**src/rtl/clock_pkg.sv**
```systemverilog
// Shared clock/alarm definitions: time moduli used by the counters and the
// alarm sequencer state encoding.
package clock_pkg;

    localparam int DEFAULT_NS = 60;
    localparam int DEFAULT_NH = 24;

    typedef enum logic [1:0] {
        IDLE   = 2'd0,
        ARMED  = 2'd1,
        RING   = 2'd2,
        SNOOZE = 2'd3
    } alarm_state_t;

endpackage

```
**src/rtl/time_add.sv**
```systemverilog
// Combinational minute/hour modular adder: (hrs:min) + addend minutes, with
// the addend assumed smaller than one hour.
module time_add #(
    parameter int NS = 60,
    parameter int NH = 24
) (
    input  logic [6:0] min,
    input  logic [6:0] hrs,
    input  logic [6:0] addend,
    output logic [6:0] sum_min,
    output logic [6:0] sum_hrs
);

    logic [7:0] m;
    logic [7:0] h;
    logic       carry;

    always_comb begin
        m       = {1'b0, min} + {1'b0, addend};
        carry   = (m >= 8'(NS));
        sum_min = carry ? 7'(m - 8'(NS)) : m[6:0];
        h       = {1'b0, hrs} + {7'd0, carry};
        sum_hrs = (h == 8'(NH)) ? 7'd0 : h[6:0];
    end

endmodule

```
**src/rtl/alarm_sequencer.sv**
```systemverilog
// Alarm control: arms on alarmon, rings once per matching minute for a bounded
// period, supports a limited number of snoozes with wrap-around target time.
module alarm_sequencer import clock_pkg::*; #(
    parameter int NS         = DEFAULT_NS,
    parameter int NH         = DEFAULT_NH,
    parameter int SNOOZE_MIN = 9,
    parameter int RING_SEC   = 60,
    parameter int MAX_SNOOZE = 3,
    localparam int SW        = $clog2(MAX_SNOOZE + 1),
    localparam int RW        = (RING_SEC > 1) ? $clog2(RING_SEC) : 1
) (
    input  logic          clk,
    input  logic          rst,
    input  logic          tick,
    input  logic [6:0]    tsec,
    input  logic [6:0]    tmin,
    input  logic [6:0]    thrs,
    input  logic [6:0]    amin,
    input  logic [6:0]    ahrs,
    input  logic          alarmon,
    input  logic          snooze,
    output logic          buzz,
    output logic          snoozing,
    output logic [SW-1:0] snooze_ct,
    output alarm_state_t  dbg_state
);

    alarm_state_t  state;
    alarm_state_t  state_nx;
    logic [RW-1:0] ring_ct;
    logic [6:0]    tgt_min;
    logic [6:0]    tgt_hrs;
    logic [6:0]    add_min;
    logic [6:0]    add_hrs;
    logic [6:0]    cmp_min;
    logic [6:0]    cmp_hrs;
    logic          snooze_q;
    logic          snooze_edge;
    logic          match;
    logic          snooze_take;
    logic          ring_done;

    time_add #(.NS(NS), .NH(NH)) u_time_add (
        .min     (tmin),
        .hrs     (thrs),
        .addend  (7'(SNOOZE_MIN)),
        .sum_min (add_min),
        .sum_hrs (add_hrs)
    );

    // Live alarm setting while armed so edits apply at once; held target while snoozing.
    assign cmp_min     = (state == SNOOZE) ? tgt_min : amin;
    assign cmp_hrs     = (state == SNOOZE) ? tgt_hrs : ahrs;
    assign match       = tick && (tsec == 7'd0) && (tmin == cmp_min) && (thrs == cmp_hrs);
    assign snooze_edge = snooze & ~snooze_q;
    assign snooze_take = (state == RING) && snooze_edge && (snooze_ct < SW'(MAX_SNOOZE));
    assign ring_done   = (state == RING) && tick && (ring_ct == RW'(RING_SEC - 1));

    always_comb begin
        state_nx = state;
        if (!alarmon) begin
            state_nx = IDLE;
        end else begin
            case (state)
                IDLE:    state_nx = ARMED;
                ARMED:   if (match) state_nx = RING;
                RING: begin
                    if (snooze_take)    state_nx = SNOOZE;
                    else if (ring_done) state_nx = ARMED;
                end
                SNOOZE:  if (match) state_nx = RING;
                default: state_nx = IDLE;
            endcase
        end
    end

    always_ff @(posedge clk or negedge rst) begin
        if (!rst) state <= IDLE;
        else      state <= state_nx;
    end

    always_ff @(posedge clk or negedge rst) begin
        if (!rst) begin
            snooze_q  <= 1'b0;
            ring_ct   <= '0;
            snooze_ct <= '0;
            tgt_min   <= 7'd0;
            tgt_hrs   <= 7'd0;
        end else begin
            snooze_q <= snooze;
            if (!alarmon) begin
                ring_ct   <= '0;
                snooze_ct <= '0;
                tgt_min   <= 7'd0;
                tgt_hrs   <= 7'd0;
            end else if ((state == ARMED || state == SNOOZE) && match) begin
                ring_ct <= '0;
            end else if (snooze_take) begin
                tgt_min   <= add_min;
                tgt_hrs   <= add_hrs;
                snooze_ct <= snooze_ct + 1'b1;
            end else if (ring_done) begin
                ring_ct   <= '0;
                snooze_ct <= '0;
            end else if (state == RING && tick) begin
                ring_ct <= ring_ct + 1'b1;
            end
        end
    end

    assign buzz      = (state == RING);
    assign snoozing  = (state == SNOOZE);
    assign dbg_state = state;

endmodule

```
**config.mk**
```make
export PLATFORM = sky130hd
export DESIGN_NAME = alarm_sequencer
export DESIGN_NICKNAME = d
export VERILOG_FILES = /design/src/rtl/clock_pkg.sv /design/src/rtl/time_add.sv /design/src/rtl/alarm_sequencer.sv
export SDC_FILE = /design/constraint.sdc
export NUM_CORES = 1
export LEC_CHECK = 0
export BUFFER_PORTS_ARGS = -buffer_cell sky130_fd_sc_hd__buf_2
export CORE_ASPECT_RATIO = 1.75
export CORE_MARGIN = 4
export CORE_UTILIZATION = 40
export CTS_CLUSTER_DIAMETER = 40
export DETAILED_ROUTE_END_ITERATION = 6
export PLACE_DENSITY = 0.72
export SYNTH_ARGS = -nofsm -noshare
export SYNTH_HDL_FRONTEND = slang
export SYNTH_HIERARCHICAL = 1
export SYNTH_SLANG_ARGS = --single-unit
export TNS_END_PERCENT = 1
```
**constraint.sdc**
```tcl
create_clock -name clk -period 2.1 [get_ports clk]
set_clock_uncertainty 0.15 [all_clocks]
set_input_delay 0 -clock clk [delete_from_list [all_inputs] [get_ports clk]]
set_output_delay 0 -clock clk [all_outputs]
set_load 0.1 [all_outputs]
```
Yosys cells after proc, flatten, opt, wreduce, memory -nomap -nowiden:

Cells that the tools add are included.

* $mul: 0
* equality and inequality tests: 14
* add/sub/neg operators: 5
* reductions and logical operators: 16
* shift operators: 0
* div/mod/pow operators: 0
* magnitude comparators: 2
* muxes and demuxes: 24
* bitwise operators: 2

Operator list (number)
* 2-to-1 mux 7 bit: 10
* 2-to-1 mux 6 bit: 5
* 2-to-1 mux 2 bit: 8
* equality test 7 bit: 2
* adder 7 x 1 -> 8 bit: 1
* adder 7 x 4 -> 8 bit, second input constant: 1
* equality test 8 x 5 -> 1 bit, second input constant: 1
* >= comparator 8 x 6 -> 1 bit, second input constant: 1
* logical AND 1 bit: 8
* AND reduction 2 bit: 4
* logical NOT 7 bit: 1
* subtractor 7 x 6 -> 7 bit, second input constant: 1
* adder 6 x 1 -> 6 bit, second input constant: 1
* equality test 6 bit, second input constant: 1
* inequality test 3 x 2 -> 1 bit, second input constant: 2
* one-hot mux 2 bit (3 select lines): 1
* equality test 2 bit, second input constant: 2
* inequality test 4 x 1 -> 1 bit, second input constant: 1
* inequality test 4 x 2 -> 1 bit, second input constant: 1
* inequality test 3 x 1 -> 1 bit, second input constant: 1
* adder 2 x 1 -> 2 bit, second input constant: 1
* equality test 2 x 1 -> 1 bit, second input constant: 1
* logical NOT 2 bit: 1
* less-than comparator 2 bit, second input constant: 1
* 6 further kinds: 6

* memory bits (read-only): 0
* RAM bits: 0
* memories: 0
* input port bits: 40
* latch bits: 0
* output and inout port bits: 6
* register bits: 25
* logic and storage cells: 69

Logic depth before layout (Yosys ltp):

Gate-level depths: netlist (run 1).

* word-level depth: 8
* depth in mapped cells: 19
* mapped depth without buffers: 19

Cells and area by module:

Netlist (run 1), hierarchy kept.

Modules (own cells, without submodules)
* alarm_sequencer: area an instance 1716.6 um2, cells an instance 203, seq. area each 625.6 um2, times used 1
* time_add: area an instance 696.9 um2, cells an instance 86, seq. area each 0.0 um2, times used 1

Worst setup path after synthesis (run 1):

No wires, ideal clock.

* kind: input-to-reg
* start: input tmin[0]
* end: register tgt_hrs[3]
* buffers on the path: 0
* setup time: 0.084 ns
* slack: -1.056 ns
* data required time: 1.866 ns
* arrival time: 2.922 ns
* stages on the path: 19
* cell sequence: ha_1 > inv_1 > fa_1 > nand2b_1 > a211oi_2 > nand4b_1 > a21o_1 > a31oi_4 > inv_1 > ha_1 > ha_1 > and2_1 > nand4_1 > xnor2_1 > nor2_1 > and3_1 > nor2_1 > nand2_1 > a21boi_0

* word-level cells in the longest chain between the ends: 8
* elaborated cells between the ends (all ways): 14
* classes of those cells: add/sub (2); order compare (1); eq/ne (3); mux (4); reduce/logical (4)

Ends and longest elaborated chain
* from (decl): line alarm_sequencer.sv:16 `input logic [6:0] tmin,`
* adder 7 x 4 -> 8 bit (*): line time_add.sv:19 `m = {1'b0, min} + {1'b0, addend};`
* >= comparator 8 x 6 -> 1 bit (*): line time_add.sv:20 `carry = (m >= 8'(NS));`
* adder 7 x 1 -> 8 bit (*): line time_add.sv:22 `h = {1'b0, hrs} + {7'd0, carry};`
* equality test 8 x 5 -> 1 bit: line time_add.sv:23 `sum_hrs = (h == 8'(NH)) ? 7'd0 : h[6:0];`
* 2-to-1 mux 7 bit (*): line time_add.sv:23
* net add_hrs[3]: line alarm_sequencer.sv:34 `logic [6:0] add_hrs;`
* 2-to-1 mux 7 bit (*): line alarm_sequencer.sv:98 `end else if (snooze_take) begin`
* 2-to-1 mux 7 bit (*): line alarm_sequencer.sv:96 `end else if ((state == ARMED || state == SNOOZE) && match) begin`
* 2-to-1 mux 7 bit (*): line alarm_sequencer.sv:91 `if (!alarmon) begin`
* to (signal assigned): line alarm_sequencer.sv:100 `tgt_hrs <= add_hrs;`
* to (decl): line alarm_sequencer.sv:32 `logic [6:0] tgt_hrs;`

The timed path passes the listed nets; every way through them passes the cells marked *. The select of a mux whose other input is x is not followed.
A chain may end at the register's enable or synchronous reset.

Worst setup path after layout (run 1):

Same ends and word-level chain as after synthesis.

==> flow_summary.rst, run 1 <==
.. list-table::
   :header-rows: 1

   * - Metric
     - Value
   * - Bufs on Longest Clock Path
     - 2
   * - Endpoint kind of the worst setup timing path
     - flip-flop
   * - Die footprint
     - 7390 sq um
   * - Worst slack after detailed placement
     - -0.998 ns
   * - Inserted Diodes
     - 0
   * - R2R Setup Slk
     - ~0.05 ns
   * - Die Span X
     - between 60 and 70 um
   * - Number of warnings issued by yosys
     - 6
   * - Synth Register Bits
     - 25
   * - Synth Area per Inst
     - approximately 8.4 sq um
   * - Least-Margin Pin Slew
     - 0.576 ns
   * - Floorplan core area
     - between 5000 and 6000 sq um
   * - Number of remaining DRC errors
     - 0
   * - Share of synthesized area occupied by flip-flops and latches
     - 0.259
   * - Cell count after synthesis
     - 289
   * - CP cell instances
     - buf_6 -> ha_4 -> inv_2 -> fa_2 -> nand2b_4 -> a211oi_4 -> nand4b_1 -> a21o_1 -> a31oi_4 -> inv_2 -> ha_4 -> ha_4 -> and2_4 -> nand4_1 -> xnor2_2 -> nor2_1 -> and3_1 -> nor2_1 -> nand2_1 -> a21boi_1
   * - Worst Path Required
     - roughly 2.2 ns
   * - Worst min-delay path category
     - input port to flip-flop
   * - Minimum clock period
     - ~2.7 ns
   * - Count of buffer and inverter cells on the critical path
     - 3
   * - Maximum fanout count along the critical path
     - 4
   * - Number of enable-type register cells in the synthesized netlist
     - 0
   * - Final net count
     - ~430
   * - Final setup vio count
     - 6
   * - Number of vias after detailed routing
     - 2395
   * - Setup repair after global routing missed its margin
     - yes
   * - Final Instance Count excl. Fillers
     - between 400 and 500
   * - Layout area overhead
     - 33.6%
   * - Run status
     - complete, but fails checks
   * - Max-slew violation total from the final report
     - 0
   * - Initial antenna violation count
     - 0
   * - Avg WL per Cell
     - ~15 um
   * - Post-route fraction of the period consumed by the critical path
     - 1.31
   * - CTS tree
     - yes
   * - Share of cells above drive strength 1
     - 0.322
   * - Slowest library cell on the worst path
     - sky130_fd_sc_hd__fa_2
   * - Total iterations of the first detailed-routing run
     - 4
   * - Overall routing resource usage
     - 0.182
   * - Total CTS buffers
     - 3
   * - Initial standard-cell utilization of the core
     - 0.411
   * - Max-cap violations
     - 0
   * - Clock root cell
     - sky130_fd_sc_hd__clkbuf_8
   * - Async set-or-reset flop fraction in the synthesized netlist
     - 1.00
   * - Number of I/O pins
     - 46
   * - Highest-count cells in the layout ignoring fill and taps
     - 43 x sky130_fd_sc_hd__nand2_1, 43 x sky130_fd_sc_hd__buf_2, 40 x sky130_fd_sc_hd__buf_4
   * - Maximum resistive drop on vdd
     - between 0.3 and 0.4 mV
   * - Smallest hold slack
     - roughly 0.016 ns
   * - CP max stage delay
     - between 0.3 and 0.4 ns
   * - DRT Wirelength
     - between 6000 and 7000 um
   * - PwrDens
     - around 410 nW/um^2
   * - Clock sink total
     - 25
   * - Vias in the first global route
     - approximately 2300
   * - Fmax achieved
     - about 360 MHz
   * - Most prevalent standard cell on the critical path
     - sky130_fd_sc_hd__ha_4
   * - DP Cell Count
     - roughly 450
   * - Violations in the final reports
     - setup timing
   * - Cell leakage power
     - between 0.001 and 0.0015 uW
   * - Via density per instance
     - about 5.2
   * - Commonest register cell after synthesis
     - sky130_fd_sc_hd__dfrtp_1
   * - Clock-pin slew on the worst setup and hold paths
     - approximately 0.090 ns
   * - First-pass GRT wire length
     - 10700 um
   * - Sort of element at the start of the critical path
     - input port
   * - Count of endpoints failing hold in the final timing report
     - 0
   * - Detail Placement HPWL
     - between 5000 and 6000 um
   * - Worst setup slack after layout
     - -0.647 ns
   * - Final ANT Viol Nets
     - 0
   * - Count of distinct cell types in the synthesized netlist
     - 65
   * - Total number of placement rows
     - 37
   * - Critical path's top delay family
     - simple AND/OR/NAND/NOR gates
   * - Vertical extent of the die
     - between 100 and 150 um
   * - Largest net degree at the start of global routing
     - 31
   * - DRC violation total after the first TritonRoute iteration
     - ~180
   * - Final estimated routing congestion in global placement
     - 0.871
   * - Buffers on Ports
     - between 40 and 50
   * - Worst-Skew Late Latency
     - around 0.27 ns
   * - Number of levels in the clock H-tree
     - 1
   * - Slew margin rel.
     - 0.616
   * - Arrival time of the worst setup path
     - around 2.8 ns
   * - Post-synthesis instance area
     - around 2400 sq um
   * - Class of the most critical setup path
     - input port to flip-flop
   * - Congestion Overflow GR
     - 0
## cells by family after synthesis
kind of cell,count (synthesis),share of synthesized area
adders and majority gates,13,0.0705
other,2,0.00311
and+or+nand+nor,115,0.243
buffers and inverters,32,0.0549
xor gates and xnor gates,23,0.0944
DFF,25,0.259
muxes,5,0.0233
AOI/OAI and AO/OA,74,0.251
## layout make-up
class	instances	area, sq um
clock buffers	4	45.0
well taps	78	97.6
multi-input cells	238	1760
fillers	558	2650
repair buffers	91	606
inverters	21	86.3
flip-flops and latches	25	628
## worst min-delay path, delay by kind of cell
family	cells	cell delay, ns
AND/OR/NAND/NOR	1	0.12
AO/OA/AOI/OAI	1	0.04
buffers and inverters	1	0.26
## report_power, final
group          internal [uW]  total (uW)  switching [uW]
combinational            262         530             269
clock                    136         299             162
sequential               483         485            1.94
## cells in the mapped netlist (2+ instances only)
| library cell | n | area (sq um) |
|---|---|---|
| sky130_fd_sc_hd__nor3b_1 | 3 | 22.5 |
| sky130_fd_sc_hd__nand4b_1 | 2 | 17.5 |
| sky130_fd_sc_hd__o21ai_1 | 2 | 10.0 |
| sky130_fd_sc_hd__ha_1 | 12 | 150 |
| sky130_fd_sc_hd__conb_1 | 2 | 7.51 |
| sky130_fd_sc_hd__a2111oi_4 | 2 | 55.1 |
| sky130_fd_sc_hd__clkbuf_1 | 9 | 33.8 |
| sky130_fd_sc_hd__a21boi_1 | 5 | 37.5 |
| sky130_fd_sc_hd__dfrtp_1 | 25 | 626 |
| sky130_fd_sc_hd__mux2i_1 | 3 | 30.0 |
| sky130_fd_sc_hd__o22ai_1 | 5 | 31.3 |
| sky130_fd_sc_hd__xnor2_1 | 7 | 61.3 |
| sky130_fd_sc_hd__a22o_1 | 2 | 17.5 |
| sky130_fd_sc_hd__nor2b_1 | 7 | 43.8 |
| sky130_fd_sc_hd__and2_1 | 3 | 18.8 |
| sky130_fd_sc_hd__a21o_1 | 2 | 15.0 |
| sky130_fd_sc_hd__a21oi_1 | 9 | 45.0 |
| sky130_fd_sc_hd__nor4_1 | 2 | 12.5 |
| sky130_fd_sc_hd__nand3_1 | 20 | 100 |
| sky130_fd_sc_hd__nand2b_1 | 7 | 43.8 |
| sky130_fd_sc_hd__xor2_1 | 14 | 123 |
| sky130_fd_sc_hd__o221ai_1 | 2 | 17.5 |
| sky130_fd_sc_hd__nand2_1 | 43 | 161 |
| sky130_fd_sc_hd__o211ai_1 | 7 | 52.6 |
| sky130_fd_sc_hd__a21boi_0 | 9 | 67.6 |
| sky130_fd_sc_hd__inv_1 | 20 | 75.1 |
| sky130_fd_sc_hd__nand4_1 | 4 | 25.0 |
| sky130_fd_sc_hd__a22oi_1 | 2 | 15.0 |
| sky130_fd_sc_hd__o2111ai_1 | 2 | 17.5 |
| sky130_fd_sc_hd__nor2_1 | 15 | 56.3 |
| sky130_fd_sc_hd__o21ai_0 | 8 | 40.0 |
## per-layer routing
layer	GRT usage	vias to the layer above	part of all wire
li1	-	1197	-
met3	0.0101	10	0.034
met1	0.211	1126	0.40
met2	0.344	62	0.55
met5	0	-	0
met4	0.0516	0	0.019
## registers in the layout, summed over array words and instances, names as in the netlist
register   cells
tgt_hrs        7
tgt_min        7
ring_ct        6
dbg_state      2
snooze_ct      2
snooze_q       1
## timing repair
item / 4_1_cts / 5_1_grt
buffers inserted: 2 / 0
pin swaps: 5 / 2
endpoints found under the setup margin: 7 / 18
hold buffers: 3 / 1
gates resized for setup: 2 / 11
hold endpoints to repair: 27 / 1
## final timing paths
path                         startpoint      endpoint  depth (start not counted)
max                             tmin[0]    tgt_hrs[3]                         20
min                             alarmon  dbg_state[0]                          3
max reg2reg                dbg_state[0]    ring_ct[4]                          7
min reg2reg                  tgt_min[3]    tgt_min[3]                          2
max in group asynchronous           rst  dbg_state[1]                          2
min in group asynchronous           rst  snooze_ct[0]                          2
## stage by stage
step,cell area [sq um],TNS [ns],power (uW),utilization
3_3_place_gp,3080,-4.35,986,0.524
4_1_cts,3170,-2.47,1300,0.539
2_1_floorplan,2500,-10.37,790,-
3_5_place_dp,3080,-5.81,996,0.524
5_1_grt,3230,-3.31,1380,0.549
6_report,3230,-2.45,1310,0.549
Power figures use the tool's default switching activity.
==> inputs of run 2 (changes only) <==
Settings changed: BUFFER_PORTS_ARGS -buffer_cell sky130_fd_sc_hd__buf_2 to not set, DONT_BUFFER_PORTS set to 1, PLACE_DENSITY 0.72 to 0.65.
==> run 2 against run 1 <==
The flow finishes with violations (hold timing, setup timing). Cell area is 7.8% lower. Sequential share of layout area is 1.6 points higher. Global-route usage is 0.37 points higher. Non-clock buffer count is 48 lower. Power is 7.1% lower. Largest cell class unchanged. Routed wire length is 5.1% lower. Critical path type unchanged. Die area stayed put.
==> flow_summary.rst, run 2 (synthesized netlist as in run 1, its figures left out) <==
.. list-table::
   :header-rows: 1

   * - Metric
     - Value
   * - Run status
     - complete, but fails checks
   * - Violations in the final reports
     - hold timing, setup timing
   * - Die footprint
     - about 7400 sq um
   * - Post-route fraction of the period consumed by the critical path
     - 1.24
   * - Inserted Diodes
     - 0
   * - Relative contribution of the clock network to total power
     - 0.244
   * - Avg WL per Cell
     - roughly 16 um
   * - Layout area overhead
     - 23.2%
   * - Bufs on Longest Clock Path
     - 2
   * - Biggest regs
     - tgt_hrs: 7 flops, tgt_min: 7 flops, ring_ct: 6 flops
   * - Cell leakage power
     - between 0.001 and 0.0015 uW
   * - Total number of placement rows
     - 37
   * - Number of remaining DRC errors
     - 0
   * - Max-cap violations
     - 0
   * - Worst setup slack after layout
     - -0.507 ns
   * - Clock sink total
     - 25
   * - Psw
     - roughly 380 uW
   * - Net switching fraction of the power
     - 0.312
   * - CTS tree
     - yes
   * - Initial antenna violation count
     - 0
   * - Maximum fanout count along the critical path
     - 4
   * - Proportion of power drawn by flip-flops and latches
     - 0.397
   * - Fillers
     - 576
   * - Internal power component
     - ~840 uW
   * - PwrDens
     - roughly 400 nW/um^2
   * - Count of endpoints failing hold in the final timing report
     - 24
   * - Total iterations of the first detailed-routing run
     - 4
   * - Clock-pin slew on the worst setup and hold paths
     - ~0.09 ns
   * - Share of total power in combinational logic
     - 0.359
   * - Highest-count cells in the layout ignoring fill and taps
     - 43 x sky130_fd_sc_hd__nand2_1, 36 x sky130_fd_sc_hd__buf_4, 24 x sky130_fd_sc_hd__dfrtp_1
   * - Number of vias after detailed routing
     - between 2000 and 2500
   * - Die Span X
     - roughly 67 um
   * - DRC violation total after the first TritonRoute iteration
     - roughly 120
   * - Share of cells above drive strength 1
     - 0.221
   * - Detail Placement HPWL
     - approximately 5300 um
   * - Final estimated routing congestion in global placement
     - roughly 0.86
   * - Number of levels in the clock H-tree
     - 1
   * - Fmax achieved
     - 384 MHz
   * - Overall routing resource usage
     - 0.186
   * - Most common cell after layout, fill and taps aside
     - sky130_fd_sc_hd__nand2_1
   * - Final net count
     - 385
   * - Worst min-delay path category
     - input port to flip-flop
   * - First-pass GRT wire length
     - 10800 um
   * - Placed instance area
     - between 2000 and 3000 sq um
   * - Worst Path Required
     - roughly 2.2 ns
   * - Sort of element at the start of the critical path
     - input port
   * - Largest net degree at the start of global routing
     - 31
   * - Vias in the first global route
     - 2319
   * - Number of I/O pins
     - between 40 and 50
   * - Maximum resistive drop on vdd
     - about 0.34 mV
   * - Minimum clock period
     - 2.61 ns
   * - Final setup TNS
     - -1.56 ns
   * - Max-slew violation total from the final report
     - 0
   * - Post-route cell area
     - slightly below 3000 sq um
   * - Initial standard-cell utilization of the core
     - 0.411
   * - Total CTS buffers
     - 3
   * - Hold-fix buffers at CTS
     - 4
   * - Final Power
     - 1220 uW
   * - Final ANT Viol Nets
     - 0
   * - Worst-Skew Late Latency
     - about 0.27 ns
   * - Final setup vio count
     - 5
   * - Setup repair after global routing missed its margin
     - yes
   * - Endpoint kind of the worst setup timing path
     - flip-flop
   * - Smallest hold slack
     - -0.311 ns
   * - Vertical extent of the die
     - between 100 and 150 um
   * - Floorplan core area
     - just under 6000 sq um
   * - Congestion Overflow GR
     - 0
   * - Class of the most critical setup path
     - input port to flip-flop
   * - DRT Wirelength
     - between 6000 and 7000 um
   * - Via density per instance
     - between 5 and 6
   * - Clock root cell
     - sky130_fd_sc_hd__clkbuf_8
   * - Arrival time of the worst setup path
     - roughly 2.7 ns
   * - Buffers on Ports
     - 0
## run 2: layout make-up
type	instances	area, sq um	area share
inverters	21	86.3	0.0290
clock buffers	3	41.3	0.0139
flip-flops and latches	25	627	0.211
clock inverters	1	7.51	0.00252
repair buffers	43	373	0.125
well taps	78	97.6	0.0328
multi-input cells	238	1740	0.586
## run 2: metal layers
metal  up-vias  GRT usage  wire [um]
li1       1107          -          -
met1      1092      0.208       2540
met2        52      0.347       3580
met3        11     0.0264        272
met4         0     0.0556        134
met5         -          0          0
## run 2: worst max-delay path, stage by stage
cell and delay, ns:
sky130_fd_sc_hd__ha_4 0.11, sky130_fd_sc_hd__inv_2 0.03, sky130_fd_sc_hd__fa_2 0.33, sky130_fd_sc_hd__nand2b_4 0.15
sky130_fd_sc_hd__a211oi_2 0.24, sky130_fd_sc_hd__nand4b_1 0.13, sky130_fd_sc_hd__a21o_1 0.21, sky130_fd_sc_hd__a31oi_4 0.17
sky130_fd_sc_hd__inv_2 0.08, sky130_fd_sc_hd__ha_4 0.17, sky130_fd_sc_hd__ha_4 0.16, sky130_fd_sc_hd__and2_4 0.14
sky130_fd_sc_hd__nand4_1 0.13, sky130_fd_sc_hd__xnor2_2 0.14, sky130_fd_sc_hd__nor2_1 0.05, sky130_fd_sc_hd__and3_1 0.18
sky130_fd_sc_hd__nor2_1 0.10, sky130_fd_sc_hd__nand2_1 0.05, sky130_fd_sc_hd__a21boi_1 0.11
## run 2: final timing paths
kind	startpoint	to	cells past startpoint	slack [ns]
max	tmin[0]	tgt_hrs[3]	19	-0.51
min	alarmon	dbg_state[0]	2	-0.31
max reg2reg	dbg_state[0]	ring_ct[4]	7	0.09
min reg2reg	tgt_hrs[4]	tgt_hrs[4]	2	0.39
max in group asynchronous	rst	dbg_state[1]	3	1.55
min in group asynchronous	rst	snooze_q	3	0.08
## run 2: repair_timing
| item | 4_1_cts | 5_1_grt |
|---|---|---|
| hold endpoints to repair | 50 | 24 |
| pin swaps | 4 | 8 |
| resized for setup | 2 | 4 |
| setup endpoints to repair | 9 | 18 |
| buffers inserted | 1 | 0 |
## run 2: per-stage QoR
stage / util / worst slack (ns) / std cells
after floorplan: - / -0.641 / 295
after global placement: 0.483 / -0.739 / 400
after detailed placement: 0.483 / -0.795 / 400
after CTS: 0.503 / -0.480 / 409
after global routing: 0.506 / -0.636 / 409
final: 0.506 / -0.507 / 409
## run 2: power groups by stage
stage / sequential [uW] / clock [uW] / combinational [uW]
floorplan: 501 / 0 / 289
global placement: 494 / 0 / 399
detailed placement: 494 / 0 / 409
CTS: 484 / 312 / 437
global route: 485 / 330 / 479
finish: 484 / 297 / 438
